<file path="src/rtl/fifo_wr_arbiter.sv">
// Round-robin arbiter sharing one FIFO write port among NUM_REQ producers.
// Each grant may burst up to MAX_BURST words; the FIFO full flag is honoured every cycle.
module fifo_wr_arbiter #(
  parameter int DATA_WIDTH = 8,
  parameter int NUM_REQ    = 4,
  parameter int MAX_BURST  = 4
) (
  input  logic                          clk,
  input  logic                          rst_n,
  input  logic [NUM_REQ-1:0]            req_valid,
  input  logic [NUM_REQ-1:0]            req_last,
  input  logic [NUM_REQ*DATA_WIDTH-1:0] req_data,
  output logic [NUM_REQ-1:0]            req_ready,
  input  logic                          fifo_full,
  output logic                          fifo_wr_en,
  output logic [DATA_WIDTH-1:0]         fifo_data_in,
  output logic [$clog2(NUM_REQ)-1:0]    grant_id,
  output logic                          busy
);

  localparam int                ID_W     = $clog2(NUM_REQ);
  localparam int                CNT_W    = $clog2(MAX_BURST + 1);
  localparam logic [ID_W:0]     NREQ     = (ID_W + 1)'(NUM_REQ);
  localparam logic [CNT_W-1:0]  CNT_LAST = CNT_W'(MAX_BURST - 1);
  localparam logic [ID_W-1:0]   ID_LAST  = ID_W'(NUM_REQ - 1);

  typedef enum logic {ARB, LOCK} state_t;

  state_t            state_q, state_d;
  logic [ID_W-1:0]   grant_id_q, grant_id_d;
  logic [ID_W-1:0]   rr_last_q, rr_last_d;
  logic [CNT_W-1:0]  burst_cnt_q, burst_cnt_d;
  logic              busy_q, busy_d;

  logic              any_req;
  logic [ID_W-1:0]   pick;
  logic              owner_valid;
  logic              owner_last;

  // Rotating priority scan starting just after the last owner; the sum is one
  // bit wider so a single conditional subtract handles non-power-of-2 NUM_REQ.
  always_comb begin
    logic [ID_W:0] idx;
    logic          found;
    idx     = '0;
    found   = 1'b0;
    pick    = '0;
    any_req = |req_valid;
    for (int k = 1; k <= NUM_REQ; k++) begin
      idx = {1'b0, rr_last_q} + (ID_W + 1)'(k);
      if (idx >= NREQ) idx = idx - NREQ;
      if (!found && req_valid[idx[ID_W-1:0]]) begin
        found = 1'b1;
        pick  = idx[ID_W-1:0];
      end
    end
  end

  always_comb begin
    owner_valid  = 1'b0;
    owner_last   = 1'b0;
    fifo_data_in = '0;
    req_ready    = '0;
    for (int i = 0; i < NUM_REQ; i++) begin
      if (grant_id_q == ID_W'(i)) begin
        owner_valid  = req_valid[i];
        owner_last   = req_last[i];
        fifo_data_in = req_data[i*DATA_WIDTH +: DATA_WIDTH];
        req_ready[i] = (state_q == LOCK) & ~fifo_full;
      end
    end
    fifo_wr_en = (state_q == LOCK) & owner_valid & ~fifo_full;
  end

  always_comb begin
    state_d     = state_q;
    grant_id_d  = grant_id_q;
    rr_last_d   = rr_last_q;
    burst_cnt_d = burst_cnt_q;
    busy_d      = busy_q;
    case (state_q)
      ARB: begin
        if (any_req) begin
          grant_id_d  = pick;
          busy_d      = 1'b1;
          burst_cnt_d = '0;
          state_d     = LOCK;
        end
      end
      LOCK: begin
        // A stalled owner (valid but FIFO full) keeps the grant without consuming burst budget.
        if (fifo_wr_en && !(owner_last || burst_cnt_q == CNT_LAST)) begin
          burst_cnt_d = burst_cnt_q + 1'b1;
        end else if (fifo_wr_en || !owner_valid) begin
          rr_last_d   = grant_id_q;
          busy_d      = 1'b0;
          burst_cnt_d = '0;
          state_d     = ARB;
        end
      end
      default: state_d = ARB;
    endcase
  end

  always_ff @(posedge clk or negedge rst_n) begin
    if (!rst_n) begin
      state_q     <= ARB;
      grant_id_q  <= '0;
      rr_last_q   <= ID_LAST;
      burst_cnt_q <= '0;
      busy_q      <= 1'b0;
    end else begin
      state_q     <= state_d;
      grant_id_q  <= grant_id_d;
      rr_last_q   <= rr_last_d;
      burst_cnt_q <= burst_cnt_d;
      busy_q      <= busy_d;
    end
  end

  assign grant_id = grant_id_q;
  assign busy     = busy_q;

endmodule
</file>
<file path="config.mk">
export PLATFORM = sky130hd
export DESIGN_NAME = fifo_wr_arbiter
export DESIGN_NICKNAME = d
export VERILOG_FILES = /design/src/rtl/fifo_wr_arbiter.sv
export SDC_FILE = /design/constraint.sdc
export NUM_CORES = 1
export LEC_CHECK = 0
export ABC_AREA = 0
export BUFFER_PORTS_ARGS = -buffer_cell sky130_fd_sc_hd__buf_4
export CAP_MARGIN = 20
export CORE_MARGIN = 8
export CORE_UTILIZATION = 40
export CTS_CLUSTER_SIZE = 28
export DETAILED_ROUTE_END_ITERATION = 7
export GPL_TIMING_DRIVEN = 0
export PLACE_DENSITY_LB_ADDON = 0.15
export SYNTH_ARGS = -nofsm -noshare
export SYNTH_HDL_FRONTEND = slang
export SYNTH_SLANG_ARGS = --single-unit
</file>
<file path="constraint.sdc">
create_clock -name clk -period 2.1 [get_ports clk]
set_clock_uncertainty 0.1 [all_clocks]
set_input_delay 0.42 -clock clk [delete_from_list [all_inputs] [get_ports clk]]
set_output_delay 0.42 -clock clk [all_outputs]
set_load 0.03 [all_outputs]
</file>
==> Yosys cells after proc, flatten, opt, wreduce, memory -nomap -nowiden <==
Cells that the tools add are included.
{ "totals": {"reg_bits": 9, "latch_bits": 0, "mem_bits_rw": 0, "romBits": 0, "inputBits": 43, "out_inout_bits": 16, "elab_cells": 100, "mem_count": 0} }
{ "classes": {"add_sub_neg": 9, "multipliers": 0, "div": 0, "n_lt_le_gt_ge": 8, "n_eq_ne": 8, "n_shift": 0, "muxes": 47, "n_bitwise": 6, "reduce_logical": 17} }
{ "ops": {"columns": ["cell", "n"], "rows": [
  ["$mux 8", 4],
  ["$mux 1", 25],
  ["$mux 2", 8],
  ["$ge 3x3->1 const B", 4],
  ["$lt 2x3->1 const B", 4],
  ["$mux 3", 3],
  ["$bmux 1 s2", 4],
  ["$sub 2x1->2 const B", 4],
  ["$add 2x2->3 const B", 2],
  ["$pmux 3 s2", 1],
  ["$reduce_and 3->1", 2],
  ["$logic_not 1->1", 5],
  ["$eq 2x2->1 const B", 2],
  ["$logic_and 1x1->1", 4],
  ["$ne 2x2->1 const B", 2],
  ["$pmux 1 s2", 2],
  ["$reduce_and 2->1", 2],
  ["$reduce_or 4->1", 1],
  ["$add 2x1->3 const B", 1],
  ["$add 2x3->3 const B", 1],
  ["$add 3x1->3 const B", 1],
  ["$and 1x1->1", 3],
  ["$eq 3x2->1 const B", 1],
  ["$ne 3x1->1 const B", 1],
  ["5 further kinds", 8]
]} }

==> Longest topological paths before layout <==
Gate-level depths: netlist of run 1.
{ "logic_depth": {"ltp_word": 15, "mapped_depth": 6, "depth_no_buf": 6} }

==> Worst setup path before layout of run 1 <==
No wires, ideal clock.
{ "synth_timing": {"kind": "register -> output", "start": "register grant_id_q[0], in the netlist grant_id[0]", "end": "output req_ready[0]", "t_arrival_ns": 1.643, "required_time_ns": 1.580, "path_slack_ns": -0.063, "stages_incl_launch_ff": 4, "path_buffers": 2, "path_cell_list": "dfrtp_1 -> buf_2 -> buf_2 -> nor3b_1"} }
{ "synth_via": {"elab_chain_cells": 2} }
{ "synth_lines": {"columns": ["element", "line_no", "source"], "rows": [
  ["start, declared", "30", "logic [ID_W-1:0] grant_id_q, grant_id_d;"],
  ["start signal, assigned", "114", "grant_id_q <= grant_id_d;"],
  ["$logic_not 2->1", "65", "if (grant_id_q == ID_W'(i)) begin"],
  ["$mux 1", "65", null],
  ["end, declared", "13", "output logic [NUM_REQ-1:0] req_ready,"]
]} }
No other way between the ends.

==> Worst setup path in the final report of run 1 <==
{ "layout_timing": {"start": "register grant_id_q[1], in the netlist grant_id[1]", "end": "output fifo_wr_en"} }
{ "layout_via": {"elab_chain_cells": 7, "elab_cells_between_ends": 10, "cone_classes": "eq/ne (3); mux (4); bitwise (2); reduce/logical (1)"} }
{ "layout_lines": {"columns": ["element", "line_no", "source"], "rows": [
  ["$logic_not 2->1", "65", null],
  ["$mux 1 (3 in series)", "65", null],
  ["$mux 1 (*)", "65", null],
  ["$and 1x1->1 (*) (2 in series)", "72", "fifo_wr_en = (state_q == LOCK) & owner_valid & ~fifo_full;"],
  ["end, declared", "15", "output logic fifo_wr_en,"]
]} }
Every way passes the cells marked *; elsewhere a longest branch is shown, timed or not.

==> results of run 1 <==
-- what timing repair did --
action	4_1_cts	5_1_grt
hold endpoints to repair	7	0
gates resized for setup	2	2
hold buffers	1	0
cloned	0	0
pin swaps	0	1
setup buffers	3	3
setup endpoints to repair	6	5
-- cell usage after synthesis, types with 2 or more instances --
| library cell | n |
|---|---|
| a21o_1 | 3 |
| a21oi_1 | 4 |
| buf_2 | 2 |
| dfrtp_1 | 7 |
| dfstp_2 | 2 |
| ha_1 | 2 |
| inv_1 | 4 |
| mux2_1 | 2 |
| mux2i_1 | 3 |
| mux4_2 | 8 |
| nand2_1 | 4 |
| nand3_1 | 2 |
| nor2_1 | 4 |
| nor3b_1 | 2 |
-- final cells by class --
class / count / area share (%)
buffer: 2 / 1.19
tap: 27 / 2.47
clock buffer: 4 / 1.92
multi-input combinational: 53 / 39.5
inverter: 4 / 1.10
sequential: 9 / 16.7
timing repair buffer: 65 / 37.1
-- metrics by stage --
stage / worst slack (ps) / util (%) / total power, mW / area (µm²)
CTS: 2.44 / 70.2 / 1.78 / 1350
finish: 68.4 / 71.2 / 1.78 / 1370
global placement: 20.5 / 66.5 / 1.55 / 1280
detailed placement: 16.8 / 66.5 / 1.57 / 1280
floorplan: 52.9 / - / 1.19 / 810
global route: 1.31 / 71.2 / 1.91 / 1370
-- registers in the layout (all words and copies together) (netlist names) --
name,flops
grant_id,2
state_q,1
rr_last_q,2
busy,1
burst_cnt_q,3
-- worst max-delay path, stage by stage (launching register included) --
cell,delay (ps)
dfrtp_1,400
mux4_2,540
and2_4,190
buf_6,130
-- cell families (layout without fill, tap and decap cells) --
| logic type | count (synthesis) | after routing |
|---|---|---|
| multiplexers | 14 | 14 |
| AO/OA/AOI/OAI | 17 | 17 |
| AND/OR/NAND/NOR | 20 | 20 |
| flip-flops | 9 | 9 |
| adder cells (fa/ha/maj) | 2 | 2 |
| buffers and inverters | 8 | 75 |
-- metal layers --
metal / vias to the layer above / track usage [%] / part of all wire (%)
li1: 406 / - / -
met5: - / 0 / 0
met2: 54 / 22.6 / 42
met1: 377 / 16.6 / 42
met4: 0 / 5.98 / 1.4
met3: 5 / 5.93 / 15
-- power groups by stage --
stage / Combinational (mW) / Sequential [mW] / Clock, mW
2_1_floorplan: 0.825 / 0.368 / 0
3_3_place_gp: 1.23 / 0.319 / 0
3_5_place_dp: 1.25 / 0.324 / 0
4_1_cts: 1.32 / 0.326 / 0.135
5_1_grt: 1.41 / 0.346 / 0.149
6_report: 1.31 / 0.333 / 0.132
-- how the worst max path moves through the flow --
stage / startpoint / end / slack, ps / cells past startpoint
after CTS: grant_id[1] / fifo_wr_en / 2 / 4
after detailed placement: grant_id[0] / fifo_data_in[5] / 20 / 4
after floorplan: grant_id[0] / fifo_data_in[3] / 50 / 3
after global routing: grant_id[1] / fifo_wr_en / 1 / 3
after global placement: grant_id[0] / fifo_data_in[5] / 20 / 4
final: grant_id[1] / fifo_wr_en / 70 / 3
==> impl_results.md, run 1 <==
- GP Congestion: 0.787
- Crit. End Element: output pin
- Synthesized area: approximately 800 µm²
- Remaining DRCs: 0
- Logic pwr share: 73.8%
- Post-route ant nets: 0
- First-pass GRT wire length: 4020 µm
- Post-synth EDFFs: 0
- Final period util: a little over nine tenths
- Min Tclk post-route: 2030 ps
- Via density: slightly above 5
- Worst reg2reg path endpoint: burst_cnt_q[1]
- Kind of critical path: flip-flop to output pin
- Ys async rst share: between 90% and 100%
- Simple-Gate Fraction of Synth Area: around 15%
- Synth Area in XOR/XNOR: 0%
- Biggest area consumer among synthesized cells: mux4_2
- Sequential cell area: 229 µm²
- Area share of the largest cell type after synthesis: 22.4%
- Hold Path Sink: state_q
- Worst Hold Margin: roughly 330 ps
- Hold Crit Class: input pin to flip-flop
- Final setup viols: 0
- Clock Tree Root: clkbuf_4
- Switching fraction of total power: around 45%
- Clock Sinks: 9
- Global route total overflow: 0
- FF+latch count, synth: 9
- Total number of vias: roughly 840
- Setup TNS: 0 ps
- FF-to-FF Start: grant_id[1]
- Hold Path Depth: 3
- FMAX: a little under 500 MHz
- Fin. max-slew vios: 0
- Pwr dens: 1300 nW/µm²
- Die span in y: 60.8 µm
- Final hold vios: 0
- # Max-Cap Violations: 0
- Dpl hpwl: 2220 µm
- Dpl cells: between 150 and 200
- Hold path startpoint: fifo_full
- Initial antenna violation count: 0
- Post-synthesis mux area share: between 30% and 40%
- Syn Area/Cell: 11.5 µm²
- Ranking of synthesized cells by area: mux4_2, dfrtp_1, dfstp_2, mux2i_1, mux4_1
- P_int: 0.985 mW
- Initial Util: 41.8%
- Synth cell types: 35
- Die ar.: around 3700 µm²
- GRT Resource Usage Total: between 10% and 20%
- Sequential share of power: 18.7%
- WP data required: ~1600 ps
- H-tree lvl count: 1
- # IOs: 59
- Row cnt: 16
- PortBufs: 58
- Most common cell after layout, fill and taps aside: buf_4
- Skew-Pair Late Insertion Delay: 260 ps
- Least-Margin Pin Slew: 270 ps
- CP Max Fanout: 4
- Clock tree buffer depth: 2
- Wirelength per Cell: approximately 16 µm
- Commonest non-fill, non-tap cells in the layout: buf_4, mux4_2, dfrtp_1
- Worst IR Drop VDD: ~0.93 mV
- P_sw: slightly below 0.8 mW
- Sequential area share after synthesis: approximately 28%
- Layout cells sized above 1: approximately 64%
- Synth Area in Compound Gates: around 17%
- Post-Layout Cell Count: about 160
- RSZ-0062 raised after global routing: no
- Most used DFF post-synth: dfrtp_1
- Vias in the first global route: ~860
- Largest family of logic cells by synthesized area: multiplexers
- Reg-to-reg slack, setup: approximately 170 ps
- Leak: between 0.6 and 0.7 nW
- Post-Synth Adder-Cell Area: about 3.1%
- DRT Wirelength: 2630 µm
- WP data arrival: ~1500 ps
- CTS Buf Count: 3
- DR iter-0 viols: 12
- CTS clk-pin slew, worst paths: roughly 60 ps
- Syn. warnings: 0
- Area of the core: 1920 µm²
- Post-synthesis cell count: 70
- Area of the multi-input gates: about 540 µm²
- Antenna cell count: 0
- Clock share of power: under 10%
- Syn_nets: 115
- CTS tree: yes
- Nets: 183
- Area growth from synthesis to layout: 70.2%
- Worst Reg-to-Reg Cells: 6
- Fillcell total: roughly 160
- DR pass1 iterations: 4
- Pin count of the biggest net entering global routing: 11
- Startpoint types: flip-flop
- Slew margin rel.: just over 80%
- Status: completed
- Overall die width: a little over 60 µm
Power figures use the tool's default switching activity.
==> inputs of run 2 (changes only) <==
--- a/config.mk
+++ b/config.mk
@@ -13,7 +13,7 @@
 export CTS_CLUSTER_SIZE = 28
 export DETAILED_ROUTE_END_ITERATION = 7
 export GPL_TIMING_DRIVEN = 0
-export PLACE_DENSITY_LB_ADDON = 0.15
+export PLACE_DENSITY = 0.79
 export SYNTH_ARGS = -nofsm -noshare
 export SYNTH_HDL_FRONTEND = slang
 export SYNTH_SLANG_ARGS = --single-unit
==> run 2 against run 1 <==
Compared with the run above:
- global-route usage up 1.2 points
- die area unchanged
- sequential power down 2%
- fmax down 1.9%
- worst hold slack better by 13 ps
- via count up 1.3%
- critical endpoint unchanged
- total power up 0.86%
- non-clock buffer count up 2
- clock-buffer cell count unchanged
- register-to-register slack better by 80 ps
- final cell count up 1.2%
- sequential cell count unchanged
==> impl_results.md, run 2 (synthesis results as in run 1) <==
- Clock tree buffer depth: 2 (unchanged)
- GP Congestion: 0.767 (-2.6%)
- Global route total overflow: 0 (unchanged)
- Kind of critical path: flip-flop to output pin
- Min Tclk post-route: 2070 ps (+38.5 ps)
- DR iter-0 viols: 15 (+3)
- Status: completed
- Skew-Pair Late Insertion Delay: 260 ps (about the same)
- Most common cell after layout, fill and taps aside: buf_4
- Antenna cell count: 0 (unchanged)
- WP data arrival: 1550 ps (+40 ps)
- Vias in the first global route: 891 (+3.1%)
- Nets: 185 (+1.1%)
- Area of the core: 1920 µm² (unchanged)
- First-pass GRT wire length: 4330 µm (+7.9%)
- Top cell by count, worst path: buf_6
- Clock Sinks: 9 (unchanged)
- Final setup viols: 0 (unchanged)
- Critical Path Max Stage Delay: 520 ps (-20 ps)
- Initial antenna violation count: 0 (unchanged)
- Worst IR Drop VDD: 0.704 mV (-24%)
- GRT Resource Usage Total: 15.5% (+1.2 points)
- Initial Util: 41.8% (unchanged)
- DR pass1 iterations: 4 (unchanged)
- Via density: 5.14 (about the same)
- CP max-delay cell: mux4_2
- Pin count of the biggest net entering global routing: 11 (unchanged)
- Startpoint types: flip-flop
- Dpl hpwl: 2260 µm (+1.6%)
- # Max-Cap Violations: 0 (unchanged)
- PortBufs: 58 (unchanged)
- Wirelength per Cell: 16.9 µm (+5.4%)
- H-tree lvl count: 1 (unchanged)
- Leak: 0.689 nW (+0.59%)
- Post-route ant nets: 0 (unchanged)
- Die ar.: 3700 µm² (unchanged)
- Slew margin rel.: 82.5% (+1.0 points)
- Critical path cell sequence: buf_6, mux4_2, and2_4, buf_6
- Final hold vios: 0 (unchanged)
- CTS tree: yes
- Max reg flops: 3 (unchanged)
- Overall die width: 60.8 µm (unchanged)
- Final period util: 98.6% (+1.8 points)
- RSZ-0062 raised after global routing: yes
- Commonest non-fill, non-tap cells in the layout: buf_4, mux4_2, dfrtp_1
- Pwr Total: 1.79 mW (+0.86%)
- Pwr dens: 1310 nW/µm² (+0.68%)
- Row cnt: 16 (unchanged)
- Remaining DRCs: 0 (unchanged)
- # IOs: 59 (unchanged)
- WP data required: 1580 ps (about the same)
- FMAX: 483 MHz (-1.9%)
- Dpl cells: 155 (unchanged)
- Fin. max-slew vios: 0 (unchanged)
- Layout cells sized above 1: 64.7% (+0.51 points)
- Post-Layout Cell Count: 166 (+1.2%)
- CP Max Fanout: 3 (-1)
- Area growth from synthesis to layout: 70.6%
- Reg with most FFs: burst_cnt_q
- Worst setup margin: 29.9 ps (-38.5 ps)
- Die span in y: 60.8 µm (unchanged)
- Clock Tree Root: clkbuf_4
- Least-Margin Pin Slew: 255 ps (-15.0 ps)
- Post-Place Worst Slack: 16.8 ps (+0.0587 ps)
- Crit. End Element: output pin
- DRT Wirelength: 2810 µm (+6.7%)
- Hold Crit Class: input pin to flip-flop
- CTS clk-pin slew, worst paths: 60 ps (about the same)
- Total number of vias: 853 (+1.3%)
- CTS Buf Count: 3 (unchanged)
[run 2: changes by cell type in the layout (fill, tap and decap cells not counted)]
| cell | previous run | this run |
|---|---|---|
| buf_4 | 62 | 65 |
| buf_12 | 1 | 0 |
[run 2: path summary, 6_finish.rpt]
kind | from | end | slack [ps] | cells past startpoint
max | grant_id[1] | fifo_wr_en | 30 | 4
min | fifo_full | state_q | 340 | 3
max reg2reg | grant_id[1] | burst_cnt_q[1] | 250 | 6
min reg2reg | busy | busy | 390 | 1
max in group asynchronous | rst_n | rr_last_q[1] | 1270 | 2
min in group asynchronous | rst_n | grant_id[0] | 410 | 2
[run 2: routing by layer]
layer | part of all wire [%] | vias to the layer above | global-route usage (%)
li1 | - | 405 | -
met1 | 34 | 402 | 15.5
met2 | 53 | 40 | 28.8
met3 | 11 | 6 | 4.66
met4 | 2.2 | 0 | 6.64
met5 | 0 | - | 0
[run 2: timing repair]
action | 4_1_cts | 5_1_grt
setup buffers | 5 | 2
endpoints found under the setup margin | 7 | 1
endpoints found under the hold margin | 7 | 0
hold buffers | 1 | 0
gates resized for setup | 2 | 1
cloned | 0 | 0
[run 2: worst max-delay path: cells and delay by family, from the launching register on]
kind | cells | cell delay, ps
simple gates | 1 | 170
mux | 1 | 520
buf+inv | 2 | 240
flops | 1 | 360
[run 2: final cells by class]
cell class	count	area [µm²]
plain buffers	3	23.8
flip-flops and latches	9	229
well taps	27	33.8
repair buffers	66	502
inverters	4	15.0
clock buffers	4	26.3
fillers	151	552
multi-input cells	53	541
[run 2: report_power, final]
| group | total, mW | leakage (nW) | internal [mW] | switching (mW) |
|---|---|---|---|---|
| logic | 1.33 | 0.567 | 0.657 | 0.674 |
| registers | 0.327 | 0.107 | 0.259 | 0.0683 |
| clock network | 0.134 | 0.0150 | 0.0733 | 0.0608 |
[run 2: stage by stage]
stage / cell area [µm²] / util, % / TNS, ps / hold slack (ps)
after floorplan: 810 / - / 0 / 24.4
after global placement: 1280 / 66.5 / 0 / 148
after detailed placement: 1280 / 66.5 / 0 / 149
after CTS: 1350 / 70.3 / 0 / 332
after global routing: 1370 / 71.3 / -19.4 / 374
final: 1370 / 71.3 / 0 / 341
==> inputs of run 3 (changes only) <==
--- a/config.mk
+++ b/config.mk
@@ -9,11 +9,10 @@
 export BUFFER_PORTS_ARGS = -buffer_cell sky130_fd_sc_hd__buf_4
 export CAP_MARGIN = 20
 export CORE_MARGIN = 8
-export CORE_UTILIZATION = 40
+export CORE_UTILIZATION = 37
 export CTS_CLUSTER_SIZE = 28
 export DETAILED_ROUTE_END_ITERATION = 7
-export GPL_TIMING_DRIVEN = 0
-export PLACE_DENSITY = 0.79
+export PLACE_DENSITY = 0.74
 export SYNTH_ARGS = -nofsm -noshare
 export SYNTH_HDL_FRONTEND = slang
 export SYNTH_SLANG_ARGS = --single-unit
==> run 3 against run 2 <==
Compared with the run above:
- final cell count down 1.8%
- worst hold slack improved by 3.4 ps
- die area is 6.0% higher
- highest routed layer unchanged
- largest cell class unchanged
==> impl_results.md, run 3 (synthesis results as in run 1) <==
- Worst IR Drop VDD: 0.761 mV (+8.1%)
- # Max-Cap Violations: 0 (unchanged)
- Row cnt: 17 (+1)
- CTS clk-pin slew, worst paths: 70 ps (about the same)
- Overall die width: 62.6 µm (+2.9%)
- DRT Wirelength: 2830 µm (+0.93%)
- Area growth from synthesis to layout: 67.8%
- DR iter-0 viols: 31 (+16)
- WP data arrival: 1560 ps (about the same)
- PortBufs: 58 (unchanged)
- Final period util: 98.9% (+0.37 points)
- Total number of vias: 876 (+2.7%)
- Die ar.: 3920 µm² (+6.0%)
- Gr busiest metal: met2
- Hold Path Depth: 3 (unchanged)
- GRT met1 Usage: 17.7% (+2.2 points)
- Least-Margin Pin Slew: 263 ps (+8.10 ps)
- Initial Util: 37.8% (-4.0 points)
- Post-Layout Cell Count: 163 (-1.8%)
- Startpoint types: flip-flop
- Hold Crit Class: input pin to flip-flop
- Final setup viols: 0 (unchanged)
- Slew margin rel.: 81.9% (-0.56 points)
- Min Tclk post-route: 2080 ps (+7.82 ps)
- Pin count of the biggest net entering global routing: 18 (+7)
- Clock tree buffer depth: 2 (unchanged)
- DR pass1 iterations: 4 (unchanged)
- Reg with most FFs: burst_cnt_q
- Leak: 0.669 nW (-2.9%)
- Area of the core: 2130 µm² (+11%)
- Antenna cell count: 0 (unchanged)
- Pwr dens: 1320 nW/µm² (+0.72%)
- Crit. End Element: output pin
- Area post-placement: 1260 µm² (-1.3%)
- Fin. max-slew vios: 0 (unchanged)
- H-tree lvl count: 1 (unchanged)
- GR Util met2: 23.3% (-5.5 points)
- # IOs: 59 (unchanged)
- RSZ-0062 raised after global routing: yes
- GP Congestion: 0.819 (+6.8%)
- Worst setup margin: 22.1 ps (-7.82 ps)
- Die span in y: 62.6 µm (+2.9%)
- CP max-delay cell: dfrtp_4
- Layout cells sized above 1: 65.2% (+0.44 points)
- FMAX: 481 MHz (-0.38%)
- GRT Resource Usage Total: 13.9% (-1.6 points)
- CP Max Fanout: 7 (+4)
- Skew-Pair Late Insertion Delay: 250 ps (about the same)
- Clock Tree Root: clkbuf_4
- Status: completed
- Fillcell total: 184 (+22%)
- Max reg flops: 3 (unchanged)
- Global route total overflow: 0 (unchanged)
- Post-Place Worst Slack: 171 ps (+154 ps)
- GR Util met3: 3.41% (-1.3 points)
- Critical path cell sequence: buf_4, buf_4, buf_4, and3b_1, buf_6
- First-pass GRT wire length: 4530 µm (+4.5%)
- Wirelength per Cell: 17.4 µm (+2.8%)
- Post-Route Utilization: 63.4% (-7.9 points)
- WP data required: 1580 ps (about the same)
- Clock Sinks: 9 (unchanged)
- Worst Reg-to-Reg Cells: 5 (-1)
- Critical Path Max Stage Delay: 480 ps (-40 ps)
- Vias in the first global route: 859 (-3.6%)
- Most common cell after layout, fill and taps aside: buf_4
- Remaining DRCs: 0 (unchanged)
- Top cell by count, worst path: buf_4
- Nets: 181 (-2.2%)
- Initial antenna violation count: 0 (unchanged)
- Dpl hpwl: 2280 µm (+1.0%)
- Kind of critical path: flip-flop to output pin
- Via density: 5.37 (+4.6%)
- CTS tree: yes
- Commonest non-fill, non-tap cells in the layout: buf_4, mux4_2, dfrtp_1
- CTS Buf Count: 3 (unchanged)
- Fin area: 1350 µm² (-1.6%)
- Post-route ant nets: 0 (unchanged)
- Final hold vios: 0 (unchanged)
- Dpl cells: 153 (-1.3%)
## run 3: per-stage QoR
step                      hold WS (ps)  TNS (ps)  power, mW
after floorplan                   24.4         0       1.19
after global placement             153         0       1.52
after detailed placement           152         0       1.54
after CTS                          342         0       1.71
after global routing               354     -28.4       1.89
final                              344         0       1.78
## run 3: power breakdown
group	total [mW]	internal [mW]	switching, mW
sequential	0.340	0.263	0.0771
clock	0.132	0.0701	0.0616
combinational	1.30	0.626	0.677
total	1.78	0.959	0.816
## run 3: critical path, delay by kind of cell, from the launching register on
kind / cells / cell delay (ps)
buffers and inverters: 4 / 590
DFF: 1 / 480
and+or+nand+nor: 1 / 230
## run 3: final timing paths
check | start | to | slack [ps]
hold / removal | fifo_full | state_q | 340
hold reg to reg | busy | busy | 400
setup reg to reg | grant_id[1] | rr_last_q[0] | 270
min in group asynchronous | rst_n | grant_id[1] | 420
setup / recovery | grant_id[0] | req_ready[2] | 20
max in group asynchronous | rst_n | rr_last_q[1] | 1260
## run 3: what timing repair did
| item | 4_1_cts | 5_1_grt |
|---|---|---|
| resized for setup | 2 | 4 |
| hold endpoints to repair | 7 | 0 |
| setup endpoints to repair | 9 | 9 |
| setup buffers | 1 | 4 |
| hold buffers | 1 | 0 |
| gates cloned | 0 | 0 |
## run 3: final cells by class
cell class	count	area, µm²	area share (%)
Clock buffer	3	22.5	1.67
Clock inverter	1	5.00	0.371
Inverter	4	15.0	1.11
Multi-Input combinational cell	53	537	39.8
Sequential cell	9	231	17.2
Tap cell	28	35.0	2.60
Timing Repair Buffer	65	502	37.2
## run 3: routing by layer
| layer | vias to the layer above | part of all wire (%) |
|---|---|---|
| li1 | 401 | - |
| met1 | 432 | 41 |
| met2 | 41 | 50 |
| met3 | 2 | 7.9 |
| met4 | 0 | 0.46 |
| met5 | - | 0 |
